===== config.mk =====
export PLATFORM = sky130hd
export DESIGN_NAME = song_sequencer
export DESIGN_NICKNAME = d
export VERILOG_FILES = /design/src/rtl/song_sequencer.sv
export SDC_FILE = /design/constraint.sdc
export NUM_CORES = 1
export LEC_CHECK = 0
export ABC_AREA = 1
export CORE_MARGIN = 2
export CORE_UTILIZATION = 40
export DETAILED_ROUTE_END_ITERATION = 7
export GPL_ROUTABILITY_DRIVEN = 0
export PLACE_DENSITY = 0.59
export SLEW_MARGIN = 20
export SYNTH_ARGS = -nofsm -noshare
export SYNTH_HDL_FRONTEND = slang
export SYNTH_SLANG_ARGS = --single-unit

===== constraint.sdc =====
create_clock -name clk -period 3.3 [get_ports clk]
set_input_delay 0.495 -clock clk [delete_from_list [all_inputs] [get_ports clk]]
set_output_delay 0.495 -clock clk [all_outputs]
set_load 0.01 [all_outputs]

===== src/rtl/song_sequencer.sv =====
// ============================================================================
// Module      : song_sequencer
// Description : Happy Birthday melody sequencer. Walks a fixed 25-note ROM and
//               drives one-hot enables into the per-pitch divider bank, with a
//               silent articulation gap at the end of every note.
//               Optional macro SONG_LOOP_EN adds a 'loop' input that restarts
//               the song after the last note instead of returning to idle.
// Revision    : 1.0 - initial release
// ============================================================================
`default_nettype none

module song_sequencer #(
    parameter int TICK_CYCLES = 12_500_000,
    parameter int GAP_CYCLES  = 1_250_000
) (
    input  logic       clk,
    input  logic       rst,
    input  logic       start,
    input  logic       stop,
`ifdef SONG_LOOP_EN
    input  logic       loop,
`endif
    output logic [7:0] pitch_en,
    output logic [4:0] note_idx,
    output logic       busy,
    output logic       done
);

    typedef enum logic [1:0] {
        S_IDLE = 2'd0,
        S_TONE = 2'd1,
        S_GAP  = 2'd2
    } state_t;

    // Duration classes stored in the ROM instead of raw tick counts
    localparam logic [1:0] C_DUR1 = 2'd0;
    localparam logic [1:0] C_DUR3 = 2'd1;
    localparam logic [1:0] C_DUR4 = 2'd2;
    localparam logic [1:0] C_DUR8 = 2'd3;

    localparam int C_CNT_W = $clog2(8 * TICK_CYCLES);

    // Terminal counts (target minus one), folded to constants per duration
    localparam logic [C_CNT_W-1:0] C_TONE1_LAST = C_CNT_W'(1 * TICK_CYCLES - GAP_CYCLES - 1);
    localparam logic [C_CNT_W-1:0] C_TONE3_LAST = C_CNT_W'(3 * TICK_CYCLES - GAP_CYCLES - 1);
    localparam logic [C_CNT_W-1:0] C_TONE4_LAST = C_CNT_W'(4 * TICK_CYCLES - GAP_CYCLES - 1);
    localparam logic [C_CNT_W-1:0] C_TONE8_LAST = C_CNT_W'(8 * TICK_CYCLES - GAP_CYCLES - 1);
    localparam logic [C_CNT_W-1:0] C_GAP_LAST   = C_CNT_W'(GAP_CYCLES - 1);

    localparam logic [4:0] C_LAST_NOTE = 5'd24;

    // ROM entry: {pitch code[3:0], duration class[1:0]}
    function automatic logic [5:0] rom_entry(input logic [4:0] idx);
        logic [5:0] e;
        case (idx)
            5'd0:    e = {4'd1, C_DUR3};
            5'd1:    e = {4'd1, C_DUR1};
            5'd2:    e = {4'd2, C_DUR4};
            5'd3:    e = {4'd1, C_DUR4};
            5'd4:    e = {4'd4, C_DUR4};
            5'd5:    e = {4'd3, C_DUR8};
            5'd6:    e = {4'd1, C_DUR3};
            5'd7:    e = {4'd1, C_DUR1};
            5'd8:    e = {4'd2, C_DUR4};
            5'd9:    e = {4'd1, C_DUR4};
            5'd10:   e = {4'd5, C_DUR4};
            5'd11:   e = {4'd4, C_DUR8};
            5'd12:   e = {4'd1, C_DUR3};
            5'd13:   e = {4'd1, C_DUR1};
            5'd14:   e = {4'd8, C_DUR4};
            5'd15:   e = {4'd6, C_DUR4};
            5'd16:   e = {4'd4, C_DUR4};
            5'd17:   e = {4'd3, C_DUR4};
            5'd18:   e = {4'd2, C_DUR8};
            5'd19:   e = {4'd7, C_DUR3};
            5'd20:   e = {4'd7, C_DUR1};
            5'd21:   e = {4'd6, C_DUR4};
            5'd22:   e = {4'd4, C_DUR4};
            5'd23:   e = {4'd5, C_DUR4};
            5'd24:   e = {4'd4, C_DUR8};
            default: e = 6'd0;
        endcase
        return e;
    endfunction

    function automatic logic [7:0] onehot(input logic [3:0] code);
        logic [7:0] v;
        if (code == 4'd0 || code > 4'd8) begin
            v = 8'h00;
        end else begin
            v = 8'h01 << (code - 4'd1);
        end
        return v;
    endfunction

    function automatic logic [C_CNT_W-1:0] tone_last(input logic [1:0] dur);
        logic [C_CNT_W-1:0] t;
        case (dur)
            C_DUR1:  t = C_TONE1_LAST;
            C_DUR3:  t = C_TONE3_LAST;
            C_DUR4:  t = C_TONE4_LAST;
            default: t = C_TONE8_LAST;
        endcase
        return t;
    endfunction

    state_t             state_q, state_d;
    logic [C_CNT_W-1:0] cnt_q, cnt_d;
    logic [4:0]         note_idx_q, note_idx_d;
    logic [7:0]         pitch_en_q, pitch_en_d;
    logic               busy_q, busy_d;
    logic               done_q, done_d;

    logic               w_loop_req;
    logic [5:0]         w_cur_entry;
    logic [5:0]         w_nxt_entry;
    logic [5:0]         w_first_entry;
    logic [4:0]         w_next_idx;

`ifdef SONG_LOOP_EN
    assign w_loop_req = loop;
`else
    assign w_loop_req = 1'b0;
`endif

    assign w_next_idx    = note_idx_q + 5'd1;
    assign w_cur_entry   = rom_entry(note_idx_q);
    assign w_nxt_entry   = rom_entry(w_next_idx);
    assign w_first_entry = rom_entry(5'd0);

    always_comb begin
        state_d    = state_q;
        cnt_d      = cnt_q;
        note_idx_d = note_idx_q;
        pitch_en_d = pitch_en_q;
        busy_d     = busy_q;
        done_d     = 1'b0;

        if (stop) begin
            state_d    = S_IDLE;
            cnt_d      = '0;
            note_idx_d = 5'd0;
            pitch_en_d = 8'h00;
            busy_d     = 1'b0;
        end else begin
            case (state_q)
                S_IDLE: begin
                    pitch_en_d = 8'h00;
                    busy_d     = 1'b0;
                    note_idx_d = 5'd0;
                    if (start) begin
                        state_d    = S_TONE;
                        cnt_d      = '0;
                        pitch_en_d = onehot(w_first_entry[5:2]);
                        busy_d     = 1'b1;
                    end
                end
                S_TONE: begin
                    if (cnt_q == tone_last(w_cur_entry[1:0])) begin
                        state_d    = S_GAP;
                        cnt_d      = '0;
                        pitch_en_d = 8'h00;
                    end else begin
                        cnt_d = cnt_q + 1'b1;
                    end
                end
                S_GAP: begin
                    if (cnt_q == C_GAP_LAST) begin
                        cnt_d = '0;
                        if (note_idx_q != C_LAST_NOTE) begin
                            state_d    = S_TONE;
                            note_idx_d = w_next_idx;
                            pitch_en_d = onehot(w_nxt_entry[5:2]);
                        end else begin
                            done_d     = 1'b1;
                            note_idx_d = 5'd0;
                            if (w_loop_req) begin
                                state_d    = S_TONE;
                                pitch_en_d = onehot(w_first_entry[5:2]);
                                busy_d     = 1'b1;
                            end else begin
                                state_d    = S_IDLE;
                                pitch_en_d = 8'h00;
                                busy_d     = 1'b0;
                            end
                        end
                    end else begin
                        cnt_d = cnt_q + 1'b1;
                    end
                end
                default: begin
                    state_d    = S_IDLE;
                    cnt_d      = '0;
                    note_idx_d = 5'd0;
                    pitch_en_d = 8'h00;
                    busy_d     = 1'b0;
                end
            endcase
        end
    end

    // Asynchronous reset clears pitch_en at once so no divider sees a stray enable
    always_ff @(posedge clk or posedge rst) begin
        if (rst) begin
            state_q    <= S_IDLE;
            cnt_q      <= '0;
            note_idx_q <= 5'd0;
            pitch_en_q <= 8'h00;
            busy_q     <= 1'b0;
            done_q     <= 1'b0;
        end else begin
            state_q    <= state_d;
            cnt_q      <= cnt_d;
            note_idx_q <= note_idx_d;
            pitch_en_q <= pitch_en_d;
            busy_q     <= busy_d;
            done_q     <= done_d;
        end
    end

    assign pitch_en = pitch_en_q;
    assign note_idx = note_idx_q;
    assign busy     = busy_q;
    assign done     = done_q;

endmodule

`default_nettype wire

-- Word-level counts from Yosys, hierarchy flattened
Memory sizes are Yosys's and may differ from the RTL's.
Cells that the tools add are included.
Widths: inputs -> output; s select.
- bits in read-only memories: 384
- output and inout port bits: 15
- logic and storage cells: 67
- memories kept: 2
- register bits: 44
- add/sub/neg operators: 3
- reduce and logical (&&, ||, !) cells: 8
- equality and inequality tests: 12
- magnitude comparators: 1
- muxes and demuxes: 34
- shift-type cells: 1
- memories (name ; words ; bits a word ; rd ports ; clocked after memory_dff ; wr ports ; line ; text):
    (no name shown) ; 32 ; 6 ; 1 ; 0 ; 0 ; 55 ; case (idx)
    (no name shown) ; 32 ; 6 ; 1 ; 0 ; 0 ; 55 ;
- operators by type and width (cell ; number):
    $mux 27 ; 6
    $pmux 27 s3 ; 2
    $mux 8 ; 5
    $add 27x1->27 const B ; 1
    $eq 27x21->1 const B ; 1
    $eq 27x27->1 ; 1
    $pmux 8 s3 ; 1
    $mux 5 ; 3
    $ne 3x3->1 const B ; 4
    $mux 1 ; 10
    $pmux 5 s2 ; 1
    $mux 2 ; 4
    $shl 1x4->8 const A ; 1
    $pmux 2 s3 ; 1
    $reduce_and 3->1 ; 2
    $add 5x1->5 const B ; 1
    $ne 5x5->1 const B ; 1
    $eq 2x1->1 const B ; 2
    $eq 2x2->1 const B ; 2
    $gt 4x4->1 const B ; 1
    $logic_not 2->1 ; 2
    $logic_not 4->1 ; 1
    $reduce_and 2->1 ; 2
    $sub 4x1->4 const B ; 1
    other kinds (3) ; 3

-- Depth between registers and ports, before layout
Gate-level depths: netlist of the first run.
An unclocked memory read counts as a cell.
- word-level depth: 9
- gate-level depth with buffers: 22

-- Least setup slack after synthesis of the first run
Ideal clock, no wire load.
- kind: register to register
- from: register note_idx_q[1] (netlist: note_idx[1])
- to: register cnt_q[10]
- arrival time: 2693 ps
- clock period less this slack: 2812 ps
- library setup time: 119 ps
- setup slack: 488 ps
- required time: 3181 ps
- buffers on the path: 1
- stages on the path, launching flop included: 21
- cells stage by stage: dfrtp_1 -> inv_1 -> ha_1 -> nand2_1 -> nand3_1 -> nand2_1 -> nand2_1 -> nand2_2 -> inv_1 -> ha_1 -> xor2_1 -> nand2_1 -> nor2_1 -> nand3_1 -> nor2_1 -> nand3_1 -> nor2_2 -> nand3_2 -> buf_2 -> nand4_1 -> nand2_1
- longest elaborated chain between the ends: 9
- RTL lines (what ; line ; text):
    from (decl) ; 109 ; logic [4:0] note_idx_q, note_idx_d;
    from (signal assigned) ; 214 ; note_idx_q <= note_idx_d;
    $mem_v2 32x6 * ; n/a ;
    $eq 2x2->1 (tied with other cells) ; 98 ; case (dur)
    $pmux 27 s3 * ; 98 ;
    $mux 27 * ; 146 ; case (state_q)
    $mux 27 * ; 139 ; if (stop) begin
    $eq 27x27->1 * ; 159 ; if (cnt_q == tone_last(w_cur_entry[1:0])) begin
    $mux 27 * ; 159 ;
    $pmux 27 s3 * ; 146 ;
    $mux 27 * ; 139 ;
    to (signal assigned) ; 213 ; cnt_q <= cnt_d;
    to (decl) ; 108 ; logic [C_CNT_W-1:0] cnt_q, cnt_d;
Every way passes the cells marked *; elsewhere a longest branch is shown, timed or not. The select of a mux whose other input is x is not followed.
A chain may end at the register's enable or synchronous reset.

-- Worst setup path after layout of the first run
- from: register note_idx_q[1] (netlist: note_idx[1])
- to: register cnt_q[3]
The elaborated chain is that of the path after synthesis.

==> reports/metrics.cfg, run 1 <==
[clock_network]
cts_tree=yes
clk_latency_ns=0.32
htreeDepth=2
cts_setup_buffers=0
ctsHoldBuffers=0
cts_resized=0
ctsRootBufferMaster=clkbuf_8
clockBufferDepth=2
clock-sinks=44
cts_made_buffers=5
clk_pin_slew_ns=0.11

[floorplan]
initial_core_util_pct=41.3
design.portCount=19
chipHeight_um=99.1
row_count=34
dieWidth_um=99.1
core_area_mm2=0.00876
dieArea_mm2=0.00982

[timing]
slew_viol_final=0
hold_ws_ns=0.517
rsz0062_at_grt=no
maxSlewHeadroom_pct=36.3
finalClockSkew_ns=0.0149
finalSetupViolations=0
post-route-period-util_pct=88.2
worstMarginPinSlew_ns=0.955
period_minus_slack_ns=2.91
fmax_ghz=0.343
finalSetupTns_ns=0
hold_viol=0

[routing]
top_layer=met4
wl_met2_um=4690
ant_nets=0
route.met3.wl_um=361
met1Wirelength_um=4500
drt-vias-per-instance=5.34
dr.first_iter.drc_count=254
drt_pass1_iterations=4
drc=0
drt-wirelength-per-cell_um=15.0
vias=3486
routed_wl_um=9770

[grt]
grt_antenna_before_repair=0
gr-total-overflow=0
grt_usage_pct=20.9
grt_pass1_vias=3467
grt_first_pass_wirelength_um=16700
grt_max_degree=45

[power_and_ir_drop]
cellLeakagePower_nw=2.10
ir_drop_uv=356
powerDensity_mw_per_mm2=407

[synthesis]
synth.area.top_cells=dfrtp_1, nand2_1, ha_1, inv_1, nand3_1
yosys_warnings=0
synth_cell_types=35
synthCells=532
syn_area_per_cell_um2=6.80
synth_top_area_share_pct=30.4
ys_seq_area_share_pct=30.4
yosysTopAreaCell=dfrtp_1
synth_seq_cells=44
synth_nets=558
synth_area_mm2=0.00362

[run_status]
outcome=finished, final reports clean

[critical_path]
cp-start-kind=register
cp.required_ns=3.50
cp_max_fo=21
crit_arrival_ns=3.11
crit_path_end_kind=register
criticalPathCategory=register to register

[run]
cap_violations=0

[final_layout]
drive_above_1_share_pct=7.34
fin_nets=570
antenna_cells=0
area_growth_pct=10.9

[placement]
dpl.hpwl_um=7240
io_buffers=18

[min_path]
hold_class=register to register

==> synthesized netlist by cell type, drive strengths merged <==
cell type  instances
ha                22
nor4               4
nor3b              1
nor3              22
xor2              22
a21oi              4
o211ai             6
dfrtp             44
a21boi             1
inv               75
and3               1
mux2i              1
nand4             38
o31ai              5
a31oi              1
nand3             50
clkbuf             7
buf               13
nor2              43
o21ai             15
nand2            153
xnor2              2
o211a              1
or2                1
==> cell families (layout without fill, tap and decap cells) <==
kind of cell    count (synthesis)  in the layout  share of synthesized area, %
compound gates                 33             33                          5.71
xor+xnor                       24             24                          5.81
fa+ha+maj                      22             22                          7.61
buf+inv                        95            108                          10.7
flops                          44             44                          30.4
mux                             1              1                         0.277
simple gates                  313            313                          39.5
==> layout by cell type (no fill, tap or decap), types with 2 or more instances in the layout <==
master / n
nand2_1: 147
inv_1: 66
nand3_1: 48
dfrtp_1: 44
nor2_1: 39
nand4_1: 38
xor2_1: 22
ha_1: 22
nor3_1: 20
clkdlybuf4s50_1: 18
o21ai_0: 13
inv_2: 9
nand2_2: 6
buf_4: 6
o31ai_1: 5
o211ai_1: 5
clkbuf_8: 5
a21oi_1: 4
nor4_1: 4
nor2_2: 3
nand3_2: 2
o21ai_1: 2
nor3_2: 2
xnor2_1: 2
==> sequential cells by signal (all words and copies together), names as in the netlist <==
register	flops
note_idx	5
busy	1
cnt_q	27
done	1
state_q	2
pitch_en	8
==> worst paths after layout <==
kind	start	to	slack, ns	depth (start not counted)
min reg2reg	busy	busy	0.52	2
max in group asynchronous	rst	cnt_q[12]	1.99	2
min in group asynchronous	rst	cnt_q[20]	0.71	2
max reg2reg	note_idx[1]	cnt_q[3]	0.39	20
max	note_idx[1]	cnt_q[3]	0.39	20
min	busy	busy	0.52	2
==> per-stage QoR <==
stage | setup WS [ns] | power, mW | util, % | instances | cell area, µm²
after CTS | 0.385 | 1.64 | 45.8 | 653 | 4010
after detailed placement | 0.417 | 1.18 | 44.5 | 645 | 3900
final | 0.389 | 1.63 | 45.8 | 653 | 4010
after global routing | 0.0924 | 1.73 | 45.8 | 653 | 4010
after floorplan | 0.488 | 1.00 | - | 532 | 3620
after global placement | 0.497 | 1.18 | 44.5 | 645 | 3900
==> final cells by class <==
type	count	area (µm²)
fill	920	4750
multi-input combinational	393	2130
sequential	44	1100
inverter	75	282
timing repair buffer	25	245
tap	108	135
clock buffer	5	68.8
clock inverter	3	46.3
==> per-layer routing <==
metal  vias to the layer above  global-route usage, %
met5                         -                      0
met4                         0                   7.48
met3                        23                   2.81
met2                        90                   35.6
met1                      1618                   27.1
li1                       1755                      -
==> power by group <==
part / internal, mW / total (mW) / switching, mW
Sequential: 0.567 / 0.593 / 0.0266
Combinational: 0.179 / 0.581 / 0.402
Clock: 0.229 / 0.460 / 0.231
Total: 0.975 / 1.63 / 0.660
==> critical path: stages, from the launching register on <==
cell     delay (ns)
dfrtp_1        0.40
inv_1          0.18
ha_1           0.29
nand2_1        0.07
nand3_1        0.07
nand2_1        0.06
nand2_1        0.06
nand2_2        0.11
inv_1          0.06
ha_1           0.31
xor2_1         0.15
nand2_1        0.07
nor2_1         0.08
nand3_1        0.07
nor2_1         0.11
nand3_1        0.09
nor2_2         0.10
nand3_2        0.11
buf_4          0.24
nand4_1        0.09
nand2_1        0.07
No activity file was read; power rests on OpenSTA's default activity.
==> run 2: changes to the inputs <==
--- a/config.mk
+++ b/config.mk
@@ -6,6 +6,7 @@
 export NUM_CORES = 1
 export LEC_CHECK = 0
 export ABC_AREA = 1
+export CAP_MARGIN = 40
 export CORE_MARGIN = 2
 export CORE_UTILIZATION = 40
 export DETAILED_ROUTE_END_ITERATION = 7
==> run 2 against run 1 <==
  * Worst hold slack worse by 0.0028 ns
  * Clock power about the same
  * Largest power group unchanged
  * Critical endpoint unchanged
  * Cell count grew 0.15%
  * Clock skew is 0.0042 ns lower
  * First-iteration DRC count is the same
  * Highest routed layer unchanged
==> reports/metrics.cfg, run 2 (synthesis gave the netlist of run 1 again) <==
[final_layout]
area_growth_pct=11.5  ; was 10.9%
layout_commonest_cell=nand2_1  ; unchanged
largest_reg_flops=27  ; unchanged
multi_input_area_mm2=0.00213  ; unchanged
post-route-util_pct=46.0  ; was 45.8%
final_cell_mix=nand2_1, inv_1, nand3_1  ; unchanged
fin_nets=571  ; was 570
antenna_cells=0  ; unchanged
regArea_mm2=0.00110  ; unchanged
fill_cells=902  ; was 920
drive_above_1_share_pct=7.51  ; was 7.34%
regMostFlops=cnt_q  ; unchanged

[timing]
finalClockSkew_ns=0.0107  ; was 0.0149 ns
rsz0062_at_grt=no  ; unchanged
worstMarginPinSlew_ns=0.503  ; was 0.955 ns
finalSetupTns_ns=0  ; unchanged
slew_viol_final=0  ; unchanged
finalSetupViolations=0  ; unchanged
maxSlewHeadroom_pct=66.4  ; was 36.3%
fmax_ghz=0.340  ; was 0.343 GHz
hold_ws_ns=0.514  ; was 0.517 ns
post-route-period-util_pct=89.0  ; was 88.2%
hold_viol=0  ; unchanged
period_minus_slack_ns=2.94  ; was 2.91 ns

[power_and_ir_drop]
clkPwrFrac_pct=28.0  ; was 28.2%
intPower_mw=0.977  ; was 0.975 mW
p_seq_share_pct=36.2  ; was 36.3%
ir_drop_uv=335  ; was 356 µV
comb_power_share_pct=35.8  ; was 35.5%
cellLeakagePower_nw=2.11  ; was 2.10 nW
p_sw_share_pct=40.2  ; was 40.4%
power.switching_mw=0.657  ; was 0.660 mW
powerDensity_mw_per_mm2=405  ; was 407 mW/mm²

[placement]
dpl.hpwl_um=7260  ; was 7240 µm
io_buffers=18  ; unchanged

[floorplan]
row_count=34  ; unchanged
dieWidth_um=99.1  ; unchanged
dieArea_mm2=0.00982  ; unchanged
initial_core_util_pct=41.3  ; unchanged
design.portCount=19  ; unchanged
chipHeight_um=99.1  ; unchanged
core_area_mm2=0.00876  ; unchanged

[min_path]
hold_class=register to register  ; unchanged

[clock_network]
clk_pin_slew_ns=0.10  ; was 0.11 ns
cts_made_buffers=5  ; unchanged
cts_resized=0  ; unchanged
clockBufferDepth=2  ; unchanged
cts_tree=yes  ; unchanged
clk_latency_ns=0.32  ; about the same
ctsRootBufferMaster=clkbuf_8  ; unchanged
cts_setup_buffers=0  ; unchanged
ctsHoldBuffers=0  ; unchanged
htreeDepth=2  ; unchanged
clock-sinks=44  ; unchanged

[routing]
drt-wirelength-per-cell_um=14.8  ; was 15.0 µm
drc=0  ; unchanged
drt_pass1_iterations=5  ; was 4
dr.first_iter.drc_count=254  ; unchanged
drt-vias-per-instance=5.29  ; was 5.34
ant_nets=0  ; unchanged
routed_wl_um=9710  ; was 9770 µm
vias=3462  ; was 3486

[critical_path]
crit_arrival_ns=3.14  ; was 3.11 ns
cp-start-kind=register  ; unchanged
cp_max_fo=21  ; unchanged
criticalPathCategory=register to register  ; unchanged
cp.required_ns=3.50  ; about the same
crit_path_end_kind=register  ; unchanged

[grt]
grt_usage_pct=20.6  ; was 20.9%
grt_antenna_before_repair=0  ; unchanged
gr-total-overflow=0  ; unchanged
grt_pass1_vias=3414  ; was 3467
grt_first_pass_wirelength_um=16600  ; was 16700 µm
grt_max_degree=34  ; was 45

[run]
cap_violations=0  ; unchanged

[run_status]
outcome=finished, final reports clean  ; unchanged

==> run 2: path summary, 6_finish.rpt <==
check | startpoint | to | slack (ns) | cells past startpoint
min | busy | busy | 0.51 | 2
min reg2reg | busy | busy | 0.51 | 2
max reg2reg | note_idx[1] | cnt_q[3] | 0.36 | 20
max | note_idx[1] | cnt_q[3] | 0.36 | 20
max in group asynchronous | rst | cnt_q[3] | 2.28 | 3
min in group asynchronous | rst | note_idx[4] | 0.52 | 2
==> run 2: routing by layer <==
layer	GRT usage (%)	share of wire, %
met3	2.74	5.0
met5	0	0
met4	6.11	1.6
met1	27.1	45
met2	35.4	48
==> run 2: critical path: stages (launching register included) <==
cell and delay, ns:
dfrtp_1 0.39, inv_1 0.18, ha_1 0.29, nand2_1 0.07
nand3_1 0.08, nand2_1 0.07, nand2_1 0.06, nand2_2 0.12
inv_1 0.06, ha_1 0.31, xor2_1 0.15, nand2_1 0.07
nor2_1 0.08, nand3_1 0.09, nor2_1 0.12, nand3_1 0.09
nor2_2 0.10, nand3_2 0.10, buf_4 0.24, nand4_1 0.09
nand2_1 0.07
==> run 2: power by group through the flow <==
stage | registers, mW | logic, mW | clock network (mW)
after detailed placement | 0.603 | 0.580 | 0
final | 0.592 | 0.584 | 0.458
after global routing | 0.597 | 0.664 | 0.483
after floorplan | 0.612 | 0.388 | 0
after CTS | 0.592 | 0.585 | 0.463
after global placement | 0.601 | 0.578 | 0
==> run 2: stage by stage <==
step | worst slack [ns] | cells | power [mW] | area (µm²)
floorplan | 0.488 | 532 | 1.00 | 3620
global placement | 0.497 | 645 | 1.18 | 3900
detailed placement | 0.402 | 646 | 1.18 | 3920
CTS | 0.355 | 654 | 1.64 | 4030
global route | 0.0563 | 654 | 1.74 | 4030
finish | 0.362 | 654 | 1.63 | 4030
==> run 2: layout make-up <==
cell class | instances | area share, %
Multi-Input combinational cell | 393 | 52.9
Sequential cell | 44 | 27.3
Inverter | 75 | 6.98
Tap cell | 108 | 3.35
Clock buffer | 5 | 1.71
Timing Repair Buffer | 26 | 6.58
Clock inverter | 3 | 1.15
==> run 3: changes to the inputs <==
--- a/config.mk
+++ b/config.mk
@@ -6,7 +6,6 @@
 export NUM_CORES = 1
 export LEC_CHECK = 0
 export ABC_AREA = 1
-export CAP_MARGIN = 40
 export CORE_MARGIN = 2
 export CORE_UTILIZATION = 40
 export DETAILED_ROUTE_END_ITERATION = 7
==> results of run 3 <==
Final layout, timing and power as in run 1 (identical DEF).
==> patch 1 (settings of run 2) <==
Re-encode `state_t` (3 states) as one-hot, 3 bits wide.
--- a/src/rtl/song_sequencer.sv
+++ b/src/rtl/song_sequencer.sv
@@ -26,10 +26,10 @@
     output logic       done
 );
 
-    typedef enum logic [1:0] {
-        S_IDLE = 2'd0,
-        S_TONE = 2'd1,
-        S_GAP  = 2'd2
+    typedef enum logic [2:0] {
+        S_IDLE = 3'b001,
+        S_TONE = 3'b010,
+        S_GAP  = 3'b100
     } state_t;
 
     // Duration classes stored in the ROM instead of raw tick counts
Behaviour: no difference found for any inputs over 10 cycles, from zero or initial values and one cycle with rst high; not proved beyond that.
==> patch 1 against run 2 <==
  * Clock skew shrank 2.9 ps
  * Die area shrank 13%
  * Final area shrank 12%
  * Wire length shrank 19%
  * Worst setup slack lost 100 ps
  * Synthesized area shrank 14%
  * Sequential cell count grew 1
  * Critical path depth shrank 1
Power is not compared: it rests on default switching activity, and its combinational part moved more than twofold at a synthesized area within 25%.
==> patch 1: results (changes against run 2) <==
launch point of the worst reg-to-reg path=note_idx[0] (was note_idx[1]); DRT iter0 DRCs=164 (was 254); register-to-register setup slack=260 ps (was 360 ps); GR Util met1=25.14% (was 27.12%); ys flop type=dfrtp_1 (unchanged); status=finished clean (unchanged); CP peak stage delay=440 ps (was 390 ps); r2r endpoint=cnt_q[20] (was cnt_q[3]); post-placement cell area=3452 µm² (was 3918 µm²); vias per cell=5.233 (was 5.294); Rel. slew slack=48.93% (was 66.43%); synth top area cells=dfrtp_1, nand2_1, ha_1, nand3_1, xor2_1 (was dfrtp_1, nand2_1, ha_1, inv_1, nand3_1); met2 Usage GRT=33.82% (was 35.40%); fillers=757 (was 902); Arrival @ worst endpoint=3200 ps (was 3140 ps); final setup skew=7.836 ps (was 10.69 ps); Hold Path Depth=2 (unchanged); largest net degree at the start of global routing=25 (was 34); count of cell types in the netlist=34 (was 35); clk_lat worst skew=300 ps (was 320 ps); Routed wire per std cell=14.46 µm (was 14.84 µm); HP Start=pitch_en[5] (was busy); Net Switching=344.9 µW; syn_nets=434 (was 558); Post-Syn Instances=413 (was 532); CP max FO=12 (was 21); share of cells above drive strength 1=12.53% (was 7.509%); Final Non-Filler Cells=541 (was 654); Tot GR Track Use=19.46% (was 20.61%); met3 Usage GRT=2.958% (was 2.741%); Crit Path Category=register to register (unchanged); Pre-antenna DRT Iters=4 (was 5); Layout Nets=459 (was 571); first-pass GRT wire length=13.47 mm (was 16.59 mm); Hold EP=pitch_en[5] (was busy); hold slack=480.1 ps (was 514.5 ps); Post-synth top cells=nand2_1, inv_1, dfrtp_1 (was nand2_1, inv_1, nand3_1); sequential area share after synthesis=36.18% (was 30.44%); Setup WS pre-CTS=236.7 ps (was 401.8 ps); dpl hpwl=5.928 mm (was 7.256 mm); Reg2Reg Depth=19 (was 20); diode count=0 (unchanged)
==> patch 1: cell types whose count changed after synthesis, sizes merged, moves of 9 or more <==
cell   delta
nand2    -56
nand4    -26
inv      -21
o22ai    +21
nand3    -11
buf       -9
==> patch 1: power groups by stage <==
stage | Sequential, mW | Combinational [mW] | Clock, mW
finish | 0.571 | 0.188 | 0.369
global route | 0.573 | 0.211 | 0.408
CTS | 0.571 | 0.188 | 0.383
detailed placement | 0.581 | 0.187 | 0
global placement | 0.582 | 0.181 | 0
floorplan | 0.586 | 0.124 | 0
==> patch 1: kinds of logic after synthesis <==
| logic type | Yosys count | share of synthesized area, % |
|---|---|---|
| AOI/OAI and AO/OA | 60 | 11.93 |
| xor gates and xnor gates | 24 | 6.747 |
| adders and majority gates | 17 | 6.827 |
| buffers and inverters | 62 | 8.032 |
| DFF | 45 | 36.19 |
| and+or+nand+nor | 205 | 30.28 |
==> patch 1: layout make-up <==
| cell class | count | area (µm²) | area share, % |
|---|---|---|---|
| Tap cell | 102 | 127.6 | 3.592 |
| Sequential cell | 45 | 1129 | 31.76 |
| Multi-Input combinational cell | 306 | 1740 | 48.98 |
| Clock buffer | 5 | 68.82 | 1.937 |
| Timing Repair Buffer | 25 | 256.5 | 7.218 |
| Inverter | 55 | 206.4 | 5.810 |
| Clock inverter | 3 | 25.02 | 0.7042 |
==> patch 1: layer usage <==
metal	routed length [µm]	part of all wire, %
met1	3530	45
met2	3908	50
met3	299	3.8
met4	87	1.1
met5	0	0
==> patch 1: worst max path at each step <==
stage	to	slack, ps	cells past startpoint
2_1_floorplan	pitch_en[7]	450	21
3_3_place_gp	cnt_q[0]	330	19
3_5_place_dp	cnt_q[3]	240	19
4_1_cts	cnt_q[3]	220	19
5_1_grt	cnt_q[20]	9	19
6_report	cnt_q[20]	260	19
==> patch 2 (settings of run 2) <==
Without the edit above. Change the parameter `GAP_CYCLES` from 1_250_000 to 937_500.
--- a/src/rtl/song_sequencer.sv
+++ b/src/rtl/song_sequencer.sv
@@ -11,7 +11,7 @@
 
 module song_sequencer #(
     parameter int TICK_CYCLES = 12_500_000,
-    parameter int GAP_CYCLES  = 1_250_000
+    parameter int GAP_CYCLES  = 937_500
 ) (
     input  logic       clk,
     input  logic       rst,
Function: same outputs for any inputs over 10 cycles, from zero or initial values and one cycle with rst high; that may be too few to reach the edited logic, so the function may still have changed.
==> patch 2 against run 2 <==
  * Sequential cell count is the same
  * Wire length grew 0.34%
  * Largest cell class unchanged
  * Power shrank 8.6%
  * Count of clock-buffer cells in the layout is the same
  * Utilization grew 0.29 points
  * Synthesized area shrank 2.9%
  * Global-route usage shrank 0.81 points
  * Final area shrank 0.84%
  * Worst setup slack lost 99 ps
  * Via count shrank 4.1%
  * Combinational power shrank 21%
==> patch 2: results (changes against run 2) <==
status=finished clean (unchanged); CP max FO=7 (was 21); final setup skew=12.28 ps (was 10.69 ps); GR Util met1=26.36% (was 27.12%); first-pass GRT wire length=15.35 mm (was 16.59 mm); vias in the first global route=3136 (was 3414); sequential area share after synthesis=31.36% (was 30.44%); Arrival @ worst endpoint=3230 ps (was 3140 ps); Routed wire per std cell=15.39 µm (was 14.84 µm); Post-synth top cells=nand2_1, inv_1, nor2_1 (was nand2_1, inv_1, nand3_1); vias per cell=5.246 (was 5.294); Layout Nets=552 (was 571); via count=3321 (was 3462); Tot GR Track Use=19.80% (was 20.61%); fillers=881 (was 902); met3 Usage GRT=3.381% (was 2.741%); Setup WS pre-CTS=222.6 ps (was 401.8 ps); Post-Synth Adder-Cell Area=8.553% (was 7.610%); syn_nets=524 (was 558); Post-Syn Instances=496 (was 532); Total Power=1.494 mW (was 1.634 mW); dpl hpwl=7.117 mm (was 7.256 mm); Reg power frac=39.1% (was 36.2%); post-synthesis xor/xnor area fraction=4.989% (was 5.811%); Metal-1 WL=4.420 mm (was 4.372 mm); met2 Usage GRT=33.05% (was 35.40%); multiplexer share of the synthesized area=0% (was 0.2767%); Rel. slew slack=59.60% (was 66.43%); sw frac=37.52% (was 40.18%); count of cell types in the netlist=36 (was 35); synth top area cells=dfrtp_1, nand2_1, ha_1, inv_1, nor2_1 (was dfrtp_1, nand2_1, ha_1, inv_1, nand3_1)
[patch 2: changes by cell type after synthesis, moves of 7 or more]
cell,before,now
buf_2,10,0
inv_1,67,57
nand2_1,147,164
nand3_1,48,32
nand4_1,38,5
nor2_1,39,46
nor3_1,20,12
o22ai_1,0,16
o22ai_2,0,7
[patch 2: cell type report]
cell class | count | share of cell area, %
Clock buffer | 5 | 1.721
Clock inverter | 3 | 1.158
Inverter | 65 | 6.101
Multi-Input combinational cell | 382 | 53.29
Sequential cell | 44 | 27.53
Tap cell | 108 | 3.379
Timing Repair Buffer | 26 | 6.821
[patch 2: final timing paths]
path,from,depth (start not counted),slack [ps],endpoint
max,note_idx[1],17,260,cnt_q[20]
min,pitch_en[1],2,490,pitch_en[1]
max reg2reg,note_idx[1],17,260,cnt_q[20]
min reg2reg,pitch_en[1],2,490,pitch_en[1]
max in group asynchronous,rst,3,2270,cnt_q[15]
min in group asynchronous,rst,2,520,pitch_en[7]
